$ cat src/rtl/mux_scan_ctrl.sv
// mux_scan_ctrl: loads an 8-bit word, drives it onto a downstream 8:1 mux and
// walks the select 0..7, sampling the returned mux output into a serial bit
// stream and a reassembled word.
// Optional build macro: MUX_SCAN_CTRL_CHECK_EN enables the word-compare check
// on o_mismatch; without it o_mismatch is tied low.
module mux_scan_ctrl #(
   parameter logic [7:0] IDLE_CODE = 8'h00
) (
   input  logic       i_clk,
   input  logic       i_rst,
   input  logic       i_en,
   input  logic       i_load_valid,
   input  logic [7:0] i_load_code,
   output logic       o_load_ready,
   output logic [7:0] o_code,
   output logic [2:0] o_sel_code,
   input  logic       i_f,
   output logic       o_bit,
   output logic [2:0] o_bit_idx,
   output logic       o_bit_valid,
   output logic       o_last,
   output logic [7:0] o_word,
   output logic       o_word_valid,
   output logic       o_busy,
   output logic       o_mismatch
);

   typedef enum logic [1:0] {S_IDLE, S_SCAN, S_DONE} state_t;

   state_t     state_q, state_d;
   logic [7:0] code_q, code_d;
   logic [2:0] sel_q, sel_d;
   logic [7:0] word_q, word_d;
   logic       bit_q, bit_d;
   logic [2:0] idx_q, idx_d;
   logic       bv_q, bv_d;
   logic       last_q, last_d;
   logic       wv_q, wv_d;

   // State and datapath registers; reset returns everything to the idle image.
   always_ff @(posedge i_clk or posedge i_rst) begin
      if (i_rst) begin
         state_q <= S_IDLE;
         code_q  <= IDLE_CODE;
         sel_q   <= 3'd0;
         word_q  <= 8'h00;
         bit_q   <= 1'b0;
         idx_q   <= 3'd0;
         bv_q    <= 1'b0;
         last_q  <= 1'b0;
         wv_q    <= 1'b0;
      end else begin
         state_q <= state_d;
         code_q  <= code_d;
         sel_q   <= sel_d;
         word_q  <= word_d;
         bit_q   <= bit_d;
         idx_q   <= idx_d;
         bv_q    <= bv_d;
         last_q  <= last_d;
         wv_q    <= wv_d;
      end
   end

   // Next-state: strobes default low, everything else holds unless enabled.
   always_comb begin
      state_d = state_q;
      code_d  = code_q;
      sel_d   = sel_q;
      word_d  = word_q;
      bit_d   = bit_q;
      idx_d   = idx_q;
      bv_d    = 1'b0;
      last_d  = 1'b0;
      wv_d    = 1'b0;
      if (i_en) begin
         case (state_q)
            S_IDLE: begin
               if (i_load_valid) begin
                  code_d  = i_load_code;
                  word_d  = 8'h00;
                  sel_d   = 3'd0;
                  state_d = S_SCAN;
               end
            end
            S_SCAN: begin
               // i_f reflects the mux at the current select, so sample then advance.
               bit_d         = i_f;
               idx_d         = sel_q;
               bv_d          = 1'b1;
               word_d[sel_q] = i_f;
               sel_d         = sel_q + 3'd1;
               if (sel_q == 3'd7) begin
                  last_d  = 1'b1;
                  state_d = S_DONE;
               end
            end
            S_DONE: begin
               wv_d    = 1'b1;
               code_d  = IDLE_CODE;
               state_d = S_IDLE;
            end
            default: state_d = S_IDLE;
         endcase
      end
   end

`ifdef MUX_SCAN_CTRL_CHECK_EN
   logic mm_q;
   // Compare the reassembled word with the driven word as the strobe is issued.
   always_ff @(posedge i_clk or posedge i_rst) begin
      if (i_rst)
         mm_q <= 1'b0;
      else if (i_en)
         mm_q <= (state_q == S_DONE) && (word_q != code_q);
      else
         mm_q <= 1'b0;
   end
   assign o_mismatch = mm_q;
`else
   assign o_mismatch = 1'b0;
`endif

   assign o_load_ready = (state_q == S_IDLE) && i_en;
   assign o_busy       = (state_q != S_IDLE);
   assign o_code       = code_q;
   assign o_sel_code   = sel_q;
   assign o_word       = word_q;
   assign o_bit        = bit_q;
   assign o_bit_idx    = idx_q;
   assign o_bit_valid  = bv_q;
   assign o_last       = last_q;
   assign o_word_valid = wv_q;

endmodule

$ cat config.mk
export PLATFORM = sky130hd
export DESIGN_NAME = mux_scan_ctrl
export DESIGN_NICKNAME = d
export VERILOG_FILES = /design/src/rtl/mux_scan_ctrl.sv
export SDC_FILE = /design/constraint.sdc
export NUM_CORES = 1
export LEC_CHECK = 0
export BUFFER_PORTS_ARGS = -buffer_cell sky130_fd_sc_hd__buf_4
export CAP_MARGIN = 20
export CORE_AREA = 2 2 54 56
export DETAILED_ROUTE_END_ITERATION = 16
export DIE_AREA = 0 0 56 58
export MAX_ROUTING_LAYER = met4
export PLACE_DENSITY = 0.78
export SYNTH_ARGS = -nofsm -noshare
export SYNTH_HDL_FRONTEND = slang
export SYNTH_SLANG_ARGS = --single-unit
$ cat constraint.sdc
create_clock -name i_clk -period 1.97 [get_ports i_clk]
set_input_delay 0.394 -clock i_clk [delete_from_list [all_inputs] [get_ports i_clk]]
set_output_delay 0.394 -clock i_clk [all_outputs]
set_load 0.01 [all_outputs]
# Word level (Yosys, flattened, before mapping)
# Cells that the tools add are included.
# word_totals
n_memories,0
wordCells,46
out_inout_bits,29
latch_bits,0
rom_bits,0
register_bits,28
ram_bits,0
# op_classes
addsub,1
order_cmp,2
n_eq_ne,5
mul,0
n_div,0
n_mux,19
n_reduce_logical,10
n_bitwise,0
shift,0
# ops
operator,n
$pmux W8 S2,2
$mux W8,2
$reduce_and A3 Y1,3
$bwmux W8,1
$mux W1,8
$pmux W3 S2,1
$reduce_bool A2 Y1,3
$lt A3 B4 Y1 const B,1
$mux W2,2
$ne A2 B2 Y1 const B,2
$pmux W2 S2,1
$add A3 B1 Y3 const B,1
$demux W1 S3,1
$eq A3 B3 Y1 const B,1
$ge A3 B1 Y1 const B,1
$mux W3,1
$eq A2 B1 Y1 const B,1
$eq A2 B2 Y1 const B,1
$logic_and A1 B1 Y1,2
$logic_not A2 Y1,1
$reduce_and A2 Y1,1

# Longest topological paths before layout
# logic_depth
depth_word,6
mapped_depth,4

# Worst setup path before layout
# Ideal clock, no wire load.
# synth_path
path_type,reg2reg
from,register sel_q[0] (netlist: o_sel_code[0])
to,register word_q[4] (netlist: o_word[4])
required_time_ns,1.838
stages_incl_launch_ff,5
synth_period_minus_slack_ns,1.418
setup_slack_ns,0.552
t_arrival_ns,1.285
setup_time_ns,0.132
cell_sequence,dfrtp_1 > buf_4 > or3b_1 > a211oi_1 > o22ai_1
# synth_via
elab_chain_len,6
# synth_rtl
element,line,rtl
"start, declared",32,"logic [2:0] sel_q, sel_d;"
"start signal, assigned",55,sel_q <= sel_d;
$lt A3 B4 Y1 (implied by the code) / $ge A3 B1 Y1 (equally long branches),91,word_d[sel_q] = i_f;
$logic_and A1 B1 Y1 (implied by the code),91,
$mux W1 (implied by the code),91,
$demux W1 S3 (*),91,
$bwmux W8 (*),91,
$pmux W8 S2 (*),77,case (state_q)
"end signal, assigned",56,word_q <= word_d;
"end, declared",33,"logic [7:0] word_q, word_d;"
# Mark *: on every way between the ends. The rest lies on a longest branch, timed or not.
# A chain may end at the register's enable or synchronous reset.

# Final worst setup path
# layout_path
from,register state_q[1]
to,output port o_load_ready
# layout_via
elab_chain_len,2
# layout_rtl
element,line,rtl
"start, declared",30,"state_t state_q, state_d;"
"start signal, assigned",53,state_q <= state_d;
$logic_not A2 Y1,124,assign o_load_ready = (state_q == S_IDLE) && i_en;
$logic_and A1 B1 Y1,124,
"end, declared",14,"output logic o_load_ready,"
# Every way passes these cells.

==> flow_summary.yaml <==
outcome:
  status: "finished, final reports clean"
critical_path:
  worstPathArrival_ps: 1470
  worst-setup-path-type: "register to output port"
  cp-start-kind: "register"
  worst_path_largest_cell_delay_ps: 520
  cp_max_fo: 16
  cp_slowest_cell: "dfrtp_2"
  crit_chain: "or2_2 -> nor2_1 -> buf_4"
  cp_data_required_time_ps: 1580
  endpoint_kind: "output port"
  reg2reg_depth: 3
yosys:
  synth_seq_cells: 28
  seq_area_frac_synth_pct: 53.4
  netlist_area_um2: 1310
  yosys_warnings: 0
  synth_xor_area_share_pct: 0
  synthAdderAreaFrac_pct: 1.91
  synth_top_area_share_pct: 53.4
  synth_top_family_by_area: "simple AND/OR/NAND/NOR gates"
  synth_largest_area_cell: "dfrtp_1"
  synth.avg_cell_area_um2: 11.3
  synth-simple-area-share_pct: 15.7
  syn_inst: 116
  ys_types: 29
  syn_nets: 131
  synth.area.mux_share_pct: 9.44
  synth-compound-area-share_pct: 12.2
  yosys-top-cells-area: "dfrtp_1 (53%), mux2_2 (9.4%), a211oi_1 (4.6%)"
floorplan:
  fp.dieH_um: 58
  die_x_um: 56
  die_area_um2: 3250
  core_um2: 2660
  initial_core_util_pct: 49.3
  ioPinCount: 42
  num_rows: 19
clocking:
  max-clock-path-buffers: 2
  path_clk_slew_ps: 140
  cts_tree: "yes"
  clkLatencyLatePin_ps: 320
  cts_root_buf: "clkbuf_4"
  clock_sinks: 28
  cts_max_level: 1
  cts_setup_buffers: 0
  cts_buffers: 3
drt:
  met3WireLength_um: 144
  drtAntennaViolNets: 0
  drc: 0
  via_per_inst: 5.23
  wl_per_cell_um: 13.4
  drt-met1-wl_um: 1070
  drt_iter0_markers: 9
  vias: 968
  highest_layer: "met3"
  drtPass1Iterations: 4
  drt_wl_total_um: 2480
  wl_met2_um: 1260
global_route:
  grt-ovfl-total: 0
  grt_pass1_vias: 873
  antenna_found_initial: 0
  grt_usage_pct: 16.4
  grt_pass1_wl_um: 4000
  grt_max_degree: 29
power:
  pwr-share-seq_pct: 43.6
  ir_drop_mv: 1.13
  intPower_uw: 1500
  pwr-share-comb_pct: 44.7
  p_clk_share_pct: 11.8
  switchingPower_uw: 835
  power_density_nw_per_um2: 1410
  swShare_pct: 35.8
  p_leak_uw: 0.000805
  design_power_total_uw: 2330
sta:
  finalSetupTns_ps: 0
  finalCritPeriodShare_pct: 94.5
  fmax_mhz: 537
  timing.final.crit_period_ps: 1860
  hold_viol_final: 0
  fin_skew_ps: 1.51
  rsz0062_at_grt: "false"
  setup_viol: 0
  drv_slew: 0
placed_design:
  dp_hpwl_um: 1840
  gp_congestion: 0.734
  portBuffers: 40
final_layout:
  final_nets: 170
  diodes: 0
  area_growth_pct: 25.9
  drive_above_1_share_pct: 40.9
run:
  cap_violations: 0
min_path:
  hp-class: "input pin to async pin"
worst paths after layout:
| kind | startpoint | end | slack (ps) |
|---|---|---|---|
| max reg2reg | state_q[1] | o_sel_code[2] | 460 |
| min reg2reg | o_code[7] | o_code[7] | 520 |
| min in group i_clk | i_load_valid | state_q[0] | 300 |
| max | state_q[1] | o_load_ready | 110 |
| max in group asynchronous | i_rst | state_q[1] | 1570 |
| min | i_rst | o_bit_valid | 120 |
final cells by class:
| class | instances | area, um2 |
|---|---|---|
| Clock buffer | 4 | 36.3 |
| Fill cell | 228 | 1010 |
| Inverter | 11 | 41.3 |
| Multi-Input combinational cell | 69 | 519 |
| Sequential cell | 28 | 702 |
| Tap cell | 31 | 38.8 |
| Timing Repair Buffer | 42 | 315 |
registers in the layout, indices dropped and copies added (netlist names):
signal,cells
o_bit,1
o_bit_idx,3
o_bit_valid,1
o_code,8
o_last,1
o_sel_code,3
o_word,8
o_word_valid,1
state_q,2
stage by stage:
step	hold WS (ps)	setup slack, ps	cell area, um2	utilization [%]	cells
after floorplan	459	552	1310	-	116
after global placement	468	449	1620	60.7	181
after detailed placement	491	399	1620	60.7	181
after CTS	117	36.4	1650	62.0	185
after global routing	151	14.7	1650	62.1	185
final	116	109	1650	62.1	185
layout by cell type, fill, tap and decap left out, types with 2 or more instances in the layout:
| cell | netlist | layout |
|---|---|---|
| inv_1 | 10 | 10 |
| nor2b_1 | 8 | 8 |
| mux2_2 | 11 | 11 |
| nor2_1 | 3 | 3 |
| nand3b_1 | 4 | 4 |
| dfrtp_1 | 28 | 27 |
| o21ai_0 | 5 | 5 |
| or2_2 | 2 | 2 |
| nand2_1 | 3 | 3 |
| or3b_1 | 3 | 3 |
| o22ai_1 | 8 | 8 |
| a211oi_1 | 8 | 8 |
| ha_1 | 2 | 2 |
| clkbuf_4 | 0 | 3 |
| a22o_1 | 2 | 2 |
| buf_4 | 3 | 42 |
critical path: cells and delay by family, from the launching register on:
family	cells	cell delay [ps]
flip-flops	1	520
AND/OR/NAND/NOR	2	470
buffers and inverters	1	150
metal layers:
metal	vias to the layer above	GRT usage, %
met2	31	27.2
met4	0	6.12
li1	477	-
met1	460	20.6
met3	0	2.46
met5	-	-
timing repair:
item / in CTS / in global routing
endpoints found under the setup margin: 0 / 1
hold buffers: 0 / 0
gates resized for setup: 0 / 1
synthesized netlist by cell type:
| library cell | count |
|---|---|
| dfrtp_1 | 28 |
| mux2_2 | 11 |
| inv_1 | 10 |
| a211oi_1 | 8 |
| nor2b_1 | 8 |
| o22ai_1 | 8 |
| o21ai_0 | 5 |
| nand3b_1 | 4 |
| buf_4 | 3 |
| nand2_1 | 3 |
| nor2_1 | 3 |
| or3b_1 | 3 |
| a22o_1 | 2 |
| buf_2 | 2 |
| clkbuf_1 | 2 |
| ha_1 | 2 |
| or2_2 | 2 |
| a21o_1 | 1 |
| and2b_1 | 1 |
| and3_1 | 1 |
| buf_6 | 1 |
| conb_1 | 1 |
| inv_2 | 1 |
| nand2b_1 | 1 |
| nand3_1 | 1 |
| nand3_2 | 1 |
| nor3_4 | 1 |
| nor3b_1 | 1 |
| or3_1 | 1 |
power by group through the flow:
| stage | Sequential (uW) | Clock [uW] | Combinational [uW] |
|---|---|---|---|
| after detailed placement | 1030 | 0 | 1060 |
| after floorplan | 1060 | 0 | 574 |
| after global placement | 1010 | 0 | 1030 |
| after global routing | 1070 | 309 | 1140 |
| final | 1020 | 275 | 1040 |
| after CTS | 1020 | 286 | 1060 |
cells by family after synthesis:
group,Yosys count
other,1
DFF,28
muxes,11
and+or+nand+nor,31
adders and majority gates,2
buffers and inverters,19
AOI/OAI and AO/OA,24
Power figures use the tool's default switching activity.
